$ cat config.mk
export PLATFORM = sky130hd
export DESIGN_NAME = reg_write_scheduler_flat
export DESIGN_NICKNAME = d
export VERILOG_FILES = /design/src/rtl/reg_write_scheduler_if.sv /design/src/rtl/reg_write_scheduler.sv /design/src/flat_wrapper.sv
export SDC_FILE = /design/constraint.sdc
export NUM_CORES = 1
export LEC_CHECK = 0
export ABC_AREA = 1
export CAP_MARGIN = 20
export CORE_MARGIN = 8
export CORE_UTILIZATION = 43
export DETAILED_ROUTE_END_ITERATION = 8
export GPL_TIMING_DRIVEN = 0
export PLACE_DENSITY = 0.77
export SLEW_MARGIN = 0
export SYNTH_ARGS = -nofsm -noshare
export SYNTH_HDL_FRONTEND = slang
export SYNTH_SLANG_ARGS = --single-unit
$ cat constraint.sdc
create_clock -name CLK -period 2.45 [get_ports CLK]
set_input_delay 0.49 -clock CLK [delete_from_list [all_inputs] [get_ports CLK]]
set_output_delay 0.49 -clock CLK [all_outputs]
set_load 0.01 [all_outputs]
$ cat src/rtl/reg_write_scheduler_if.sv
// reg_write_scheduler_if: WB, MD, decode and register-file signals of the write scheduler.
// Bypass signals exist only when REG_SCHED_BYPASS_EN is defined.
interface reg_write_scheduler_if;
    logic        WB_REQ;
    logic [4:0]  WB_ADDR;
    logic [31:0] WB_DATA;
    logic        WB_GNT;
    logic        MD_ISSUE;
    logic [4:0]  MD_ISSUE_ADDR;
    logic        MD_REQ;
    logic [4:0]  MD_ADDR;
    logic [31:0] MD_DATA;
    logic        MD_GNT;
    logic [4:0]  RS1ADDR;
    logic [4:0]  RS2ADDR;
    logic        HAZ1;
    logic        HAZ2;
    logic [31:0] RF_IN;
    logic [4:0]  RF_INADDRESS;
    logic        RF_WRITE;
    logic        RF_RESET;
    logic        WAW_ERR;
    logic        READY;
`ifdef REG_SCHED_BYPASS_EN
    logic        BYP1_HIT;
    logic        BYP2_HIT;
    logic [31:0] BYP1_DATA;
    logic [31:0] BYP2_DATA;
`endif
    modport slave (
        input  WB_REQ, WB_ADDR, WB_DATA, MD_ISSUE, MD_ISSUE_ADDR, MD_REQ, MD_ADDR, MD_DATA,
               RS1ADDR, RS2ADDR,
`ifdef REG_SCHED_BYPASS_EN
        output BYP1_HIT, BYP2_HIT, BYP1_DATA, BYP2_DATA,
`endif
        output WB_GNT, MD_GNT, HAZ1, HAZ2, RF_IN, RF_INADDRESS, RF_WRITE, RF_RESET, WAW_ERR, READY
    );
    modport master (
        output WB_REQ, WB_ADDR, WB_DATA, MD_ISSUE, MD_ISSUE_ADDR, MD_REQ, MD_ADDR, MD_DATA,
               RS1ADDR, RS2ADDR,
`ifdef REG_SCHED_BYPASS_EN
        input  BYP1_HIT, BYP2_HIT, BYP1_DATA, BYP2_DATA,
`endif
        input  WB_GNT, MD_GNT, HAZ1, HAZ2, RF_IN, RF_INADDRESS, RF_WRITE, RF_RESET, WAW_ERR, READY
    );
endinterface

$ cat src/rtl/reg_write_scheduler.sv
// reg_write_scheduler: register-file write-port arbiter (WB vs MUL/DIV), busy scoreboard and RF init.
// Optional same-cycle forwarding to decode is enabled by defining REG_SCHED_BYPASS_EN.
module reg_write_scheduler #(
    parameter int STARVE_LIMIT = 4,
    parameter int CNT_W        = 3,
    parameter int INIT_CYCLES  = 1
) (
    input logic CLK,
    input logic RESET,
    reg_write_scheduler_if.slave bus
);
    localparam int IW = (INIT_CYCLES > 1) ? $clog2(INIT_CYCLES) : 1;
    typedef enum logic {S_INIT, S_RUN} state_t;
    state_t           state;
    logic [IW-1:0]    init_cnt;
    logic             ready, rf_reset, waw_err;
    logic [CNT_W-1:0] starve;
    logic [31:0]      busy, set_mask, clr_mask;
    logic             md_pri, wb_gnt, md_gnt;

    always_ff @(posedge CLK or posedge RESET) begin
        if (RESET) begin
            state    <= S_INIT;
            init_cnt <= '0;
            ready    <= 1'b0;
            rf_reset <= 1'b1;
        end else if (state == S_INIT) begin
            init_cnt <= init_cnt + 1'b1;
            if (init_cnt == IW'(INIT_CYCLES - 1)) begin
                state    <= S_RUN;
                ready    <= 1'b1;
                rf_reset <= 1'b0;
            end
        end
    end

    // MD wins when WB is idle or MD has been denied STARVE_LIMIT cycles in a row
    always_comb begin
        md_pri   = bus.MD_REQ & (!bus.WB_REQ | (starve == CNT_W'(STARVE_LIMIT)));
        wb_gnt   = ready & bus.WB_REQ & !md_pri;
        md_gnt   = ready & md_pri;
        set_mask = (bus.MD_ISSUE && bus.MD_ISSUE_ADDR != 5'd0) ? 32'd1 << bus.MD_ISSUE_ADDR : 32'd0;
        clr_mask = md_gnt ? 32'd1 << bus.MD_ADDR : 32'd0;
    end

    always_ff @(posedge CLK or posedge RESET) begin
        if (RESET) begin
            busy    <= '0;
            starve  <= '0;
            waw_err <= 1'b0;
        end else begin
            busy    <= (busy & ~clr_mask) | set_mask;
            waw_err <= waw_err | (wb_gnt & busy[bus.WB_ADDR]);
            starve  <= (!bus.MD_REQ || md_gnt) ? '0 :
                       (starve == CNT_W'(STARVE_LIMIT)) ? starve : starve + 1'b1;
        end
    end

    assign bus.WB_GNT       = wb_gnt;
    assign bus.MD_GNT       = md_gnt;
    assign bus.RF_IN        = md_gnt ? bus.MD_DATA : bus.WB_DATA;
    assign bus.RF_INADDRESS = md_gnt ? bus.MD_ADDR : bus.WB_ADDR;
    assign bus.RF_WRITE     = (wb_gnt | md_gnt) & (bus.RF_INADDRESS != 5'd0);
    assign bus.RF_RESET     = rf_reset;
    assign bus.READY        = ready;
    assign bus.WAW_ERR      = waw_err;
    assign bus.HAZ1         = busy[bus.RS1ADDR];
    assign bus.HAZ2         = busy[bus.RS2ADDR];
`ifdef REG_SCHED_BYPASS_EN
    assign bus.BYP1_HIT     = bus.RF_WRITE & (bus.RF_INADDRESS == bus.RS1ADDR);
    assign bus.BYP2_HIT     = bus.RF_WRITE & (bus.RF_INADDRESS == bus.RS2ADDR);
    assign bus.BYP1_DATA    = bus.RF_IN;
    assign bus.BYP2_DATA    = bus.RF_IN;
`endif
endmodule

$ cat src/flat_wrapper.sv
// flat-port wrapper written by rule: the top's interface ports become plain ports
module reg_write_scheduler_flat 
#(
    parameter int STARVE_LIMIT = 4,
    parameter int CNT_W        = 3,
    parameter int INIT_CYCLES  = 1
)
  (CLK, RESET, bus_WB_REQ, bus_WB_ADDR, bus_WB_DATA, bus_MD_ISSUE, bus_MD_ISSUE_ADDR, bus_MD_REQ, bus_MD_ADDR, bus_MD_DATA, bus_RS1ADDR, bus_RS2ADDR, bus_WB_GNT, bus_MD_GNT, bus_HAZ1, bus_HAZ2, bus_RF_IN, bus_RF_INADDRESS, bus_RF_WRITE, bus_RF_RESET, bus_WAW_ERR, bus_READY);
  reg_write_scheduler_if bus_i ();
  input logic CLK;
  input logic RESET;
  input wire logic [$bits(bus_i.WB_REQ)-1:0] bus_WB_REQ;
  input wire logic [$bits(bus_i.WB_ADDR)-1:0] bus_WB_ADDR;
  input wire logic [$bits(bus_i.WB_DATA)-1:0] bus_WB_DATA;
  input wire logic [$bits(bus_i.MD_ISSUE)-1:0] bus_MD_ISSUE;
  input wire logic [$bits(bus_i.MD_ISSUE_ADDR)-1:0] bus_MD_ISSUE_ADDR;
  input wire logic [$bits(bus_i.MD_REQ)-1:0] bus_MD_REQ;
  input wire logic [$bits(bus_i.MD_ADDR)-1:0] bus_MD_ADDR;
  input wire logic [$bits(bus_i.MD_DATA)-1:0] bus_MD_DATA;
  input wire logic [$bits(bus_i.RS1ADDR)-1:0] bus_RS1ADDR;
  input wire logic [$bits(bus_i.RS2ADDR)-1:0] bus_RS2ADDR;
  output wire logic [$bits(bus_i.WB_GNT)-1:0] bus_WB_GNT;
  output wire logic [$bits(bus_i.MD_GNT)-1:0] bus_MD_GNT;
  output wire logic [$bits(bus_i.HAZ1)-1:0] bus_HAZ1;
  output wire logic [$bits(bus_i.HAZ2)-1:0] bus_HAZ2;
  output wire logic [$bits(bus_i.RF_IN)-1:0] bus_RF_IN;
  output wire logic [$bits(bus_i.RF_INADDRESS)-1:0] bus_RF_INADDRESS;
  output wire logic [$bits(bus_i.RF_WRITE)-1:0] bus_RF_WRITE;
  output wire logic [$bits(bus_i.RF_RESET)-1:0] bus_RF_RESET;
  output wire logic [$bits(bus_i.WAW_ERR)-1:0] bus_WAW_ERR;
  output wire logic [$bits(bus_i.READY)-1:0] bus_READY;
  assign bus_i.WB_REQ = bus_WB_REQ;
  assign bus_i.WB_ADDR = bus_WB_ADDR;
  assign bus_i.WB_DATA = bus_WB_DATA;
  assign bus_i.MD_ISSUE = bus_MD_ISSUE;
  assign bus_i.MD_ISSUE_ADDR = bus_MD_ISSUE_ADDR;
  assign bus_i.MD_REQ = bus_MD_REQ;
  assign bus_i.MD_ADDR = bus_MD_ADDR;
  assign bus_i.MD_DATA = bus_MD_DATA;
  assign bus_i.RS1ADDR = bus_RS1ADDR;
  assign bus_i.RS2ADDR = bus_RS2ADDR;
  assign bus_WB_GNT = bus_i.WB_GNT;
  assign bus_MD_GNT = bus_i.MD_GNT;
  assign bus_HAZ1 = bus_i.HAZ1;
  assign bus_HAZ2 = bus_i.HAZ2;
  assign bus_RF_IN = bus_i.RF_IN;
  assign bus_RF_INADDRESS = bus_i.RF_INADDRESS;
  assign bus_RF_WRITE = bus_i.RF_WRITE;
  assign bus_RF_RESET = bus_i.RF_RESET;
  assign bus_WAW_ERR = bus_i.WAW_ERR;
  assign bus_READY = bus_i.READY;
  reg_write_scheduler #(.STARVE_LIMIT(STARVE_LIMIT), .CNT_W(CNT_W), .INIT_CYCLES(INIT_CYCLES)) u_core (.CLK(CLK), .RESET(RESET), .bus(bus_i));
endmodule
==> metrics.txt <==
CP Data Arrival Time=1.95 ns; IO Count=139; Seq/Total Area, Yosys=30.93%; syn_nets=626; most frequent cells in the layout=nand2_1 (174), clkdlybuf4s50_1 (86), o21ai_0 (79), nand3_1 (49), inv_1 (48); drt initial violations=267; Final period util=99.52%; post-route setup slack=0.01170 ns; CTS HTree Levels=2; Final Slew Violations=0; post-place setup slack=-0.5379 ns; Reg2Reg Depth=10; routed len/inst=17.38 µm; status=completed; Worst R2R End=u_core.busy[29]; clock skew=0.008050 ns; die width=102.8 µm; CP Max Fanout=10; most common cell after layout, fill and taps aside=nand2_1; LEAKAGE=2.344 nW; max layer used=met4; Rows=31; CP Launch Type=flop; final hold vios=0; placer's final routability congestion estimate=0.9258; post-synthesis area per instance=6.114 µm²; largest cells by area after synthesis=dfrtp_1 (30%), nand2_1 (20%), o21ai_0 (13%), nand3_1 (7.6%), inv_1 (6.1%); vias per cell=5.387; initial antenna violation count=0; Switch Pwr=0.9567 mW; CTS Hold Bufs=0; clk_lat worst skew=0.30 ns; first-pass GRT wire length=20.40 mm; Post-Syn Area=3241 µm²; Max Root-Sink Buffers=2; DP Wirelength=10.65 mm; Peak VDD IR=442.4 µV; largest net degree at the start of global routing=41; CTS root buf=clkbuf_8; Final ANT Viol Nets=0; Max Fclk=410.1 MHz; Critical Path RT=1.96 ns; r2r startpoint=u_core.starve[0]; Hold Startpoint=u_core.bus.RF_RESET; Area growth, synth to finish=51.58%; share of cells above drive strength 1=10.32%; Synth Register Bits=40; met2 routed WL=6.796 mm; WL met1=5.234 mm; Least-Margin Pin Slew=0.8322 ns; CTS sink cnt=40; DR WL met3=1.190 mm; Clk pwr share=23.0%; drt first pass iters=5; cell taking the most area after synthesis=dfrtp_1; drt drc=0; switching part of the total=38.46%; WL final=13.50 mm; Ys Warns=0; reg2reg setup slack=0.59 ns; Syn Inst Count=530; worst min path class=reg -> reg; Slew headroom=44.44%; Power Total=2.488 mW; combinational share of power=38.7%; Overflow after GRT=0; post-synth top area share=30.12%; Unique masters post-synth=26; WHS Endpoint=u_core.bus.RF_RESET; CTS clk-pin slew, worst paths=0.08 ns; part of the power in registers=38.2%; CTS Buf Count=5; via count=4,186; post-route setup TNS=0 ns; crit path kind=reg -> out; nets=773; internal power=1.531 mW; CTS tree=done; die area=10,570 µm²; vias in the first global route=4,107; Max Cap Violations=0; WHS Path Cells=2; Starting Density=44.44%; die height=102.8 µm; CORE AREA=7292 µm²; diode count=0; Period minus WS final=2.438 ns; RSZ-0062 raised after global routing=true; global-route total usage across every layer=24.72%; CP endpoint kind=output pin; final setup vio count=0; pwr dens=506.4 nW/µm²; PortBufs=132
[state kept, by name, indices dropped and copies added (netlist names)]
name / flops
u_core.busy: 32
u_core.starve: 3
u_core.bus.RF_RESET: 1
u_core.bus.READY: 1
u_core.init_cnt: 1
u_core.bus.WAW_ERR: 1
u_core.state: 1
[routing by layer]
metal	track usage, %	up-vias
met2	41.11	209
met4	8.343	0
met5	0	-
li1	-	2037
met3	4.524	32
met1	31.47	1908
[power groups by stage]
stage                     clock [mW]  combinational (mW)  sequential (mW)
final                          0.573               0.964            0.951
after global routing           0.599                1.07            0.959
after CTS                      0.572               0.939            0.936
after detailed placement           0               0.945            0.950
after global placement             0               0.924            0.939
after floorplan                    0               0.506            0.883
[synthesized netlist by cell type (all sizes together)]
cell and instances:
xnor2 1, xor2 1, inv 54, ha 2
clkinv 1, nand3 50, nor2 14, clkbuf 8
nand4 6, o21ai 109, nor3 8, a21oi 36
o31ai 1, buf 18, dfstp 1, nand2 177
and2 2, or2 2, dfrtp 39
[worst max-delay path by stage]
stage	endpoint	slack, ns	cells past startpoint	startpoint
2_1_floorplan	bus_RF_WRITE	0.36	9	u_core.starve[0]
3_3_place_gp	bus_HAZ1	-0.51	10	bus_RS1ADDR[0]
3_5_place_dp	bus_HAZ1	-0.54	10	bus_RS1ADDR[0]
4_1_cts	bus_RF_WRITE	-0.01	12	u_core.starve[1]
5_1_grt	bus_RF_IN[17]	-0.10	10	u_core.starve[0]
6_report	bus_RF_WRITE	0.01	10	u_core.starve[0]
[repair_timing]
action | CTS | global route
buffers inserted | 6 | 3
resized for setup | 84 | 16
pin swaps | 5 | 5
setup endpoints to repair | 42 | 38
[through the flow]
step / hold slack, ns / instance area [µm²] / cells / utilization (%)
detailed placement: 0.4444 / 4686 / 761 / 64.26
global placement: 0.4319 / 4686 / 761 / 64.26
global route: 0.4795 / 4912 / 777 / 67.36
finish: 0.4538 / 4912 / 777 / 67.36
CTS: 0.4572 / 4880 / 775 / 66.92
floorplan: 0.4293 / 3241 / 530 / -
[worst max-delay path: stages, from the launching register on]
cell     delay (ns)
dfrtp_1        0.40
inv_2          0.09
ha_4           0.15
nand2_4        0.06
nand2_4        0.07
nand3_4        0.12
buf_6          0.18
o21ai_1        0.19
nor2_1         0.07
a21oi_1        0.16
buf_2          0.17
[cell type report]
class                           instances  area, µm²
Buffer                                 25      182.7
Clock buffer                            5      68.82
Clock inverter                          3      46.29
Fill cell                             703       2380
Inverter                               55      211.5
Multi-Input combinational cell        409       1949
Sequential cell                        40       1002
Tap cell                               99      123.9
Timing Repair Buffer                  141       1328
[kinds of logic after synthesis]
kind of cell | count (synthesis) | share of synthesized area [%]
AO/OA/AOI/OAI | 146 | 23.67
XOR/XNOR | 2 | 0.5406
adder cells (fa/ha/maj) | 2 | 0.7721
buffers and inverters | 81 | 10.46
flip-flops | 40 | 30.93
AND/OR/NAND/NOR | 259 | 33.63
(Power assumes the default switching activity.)
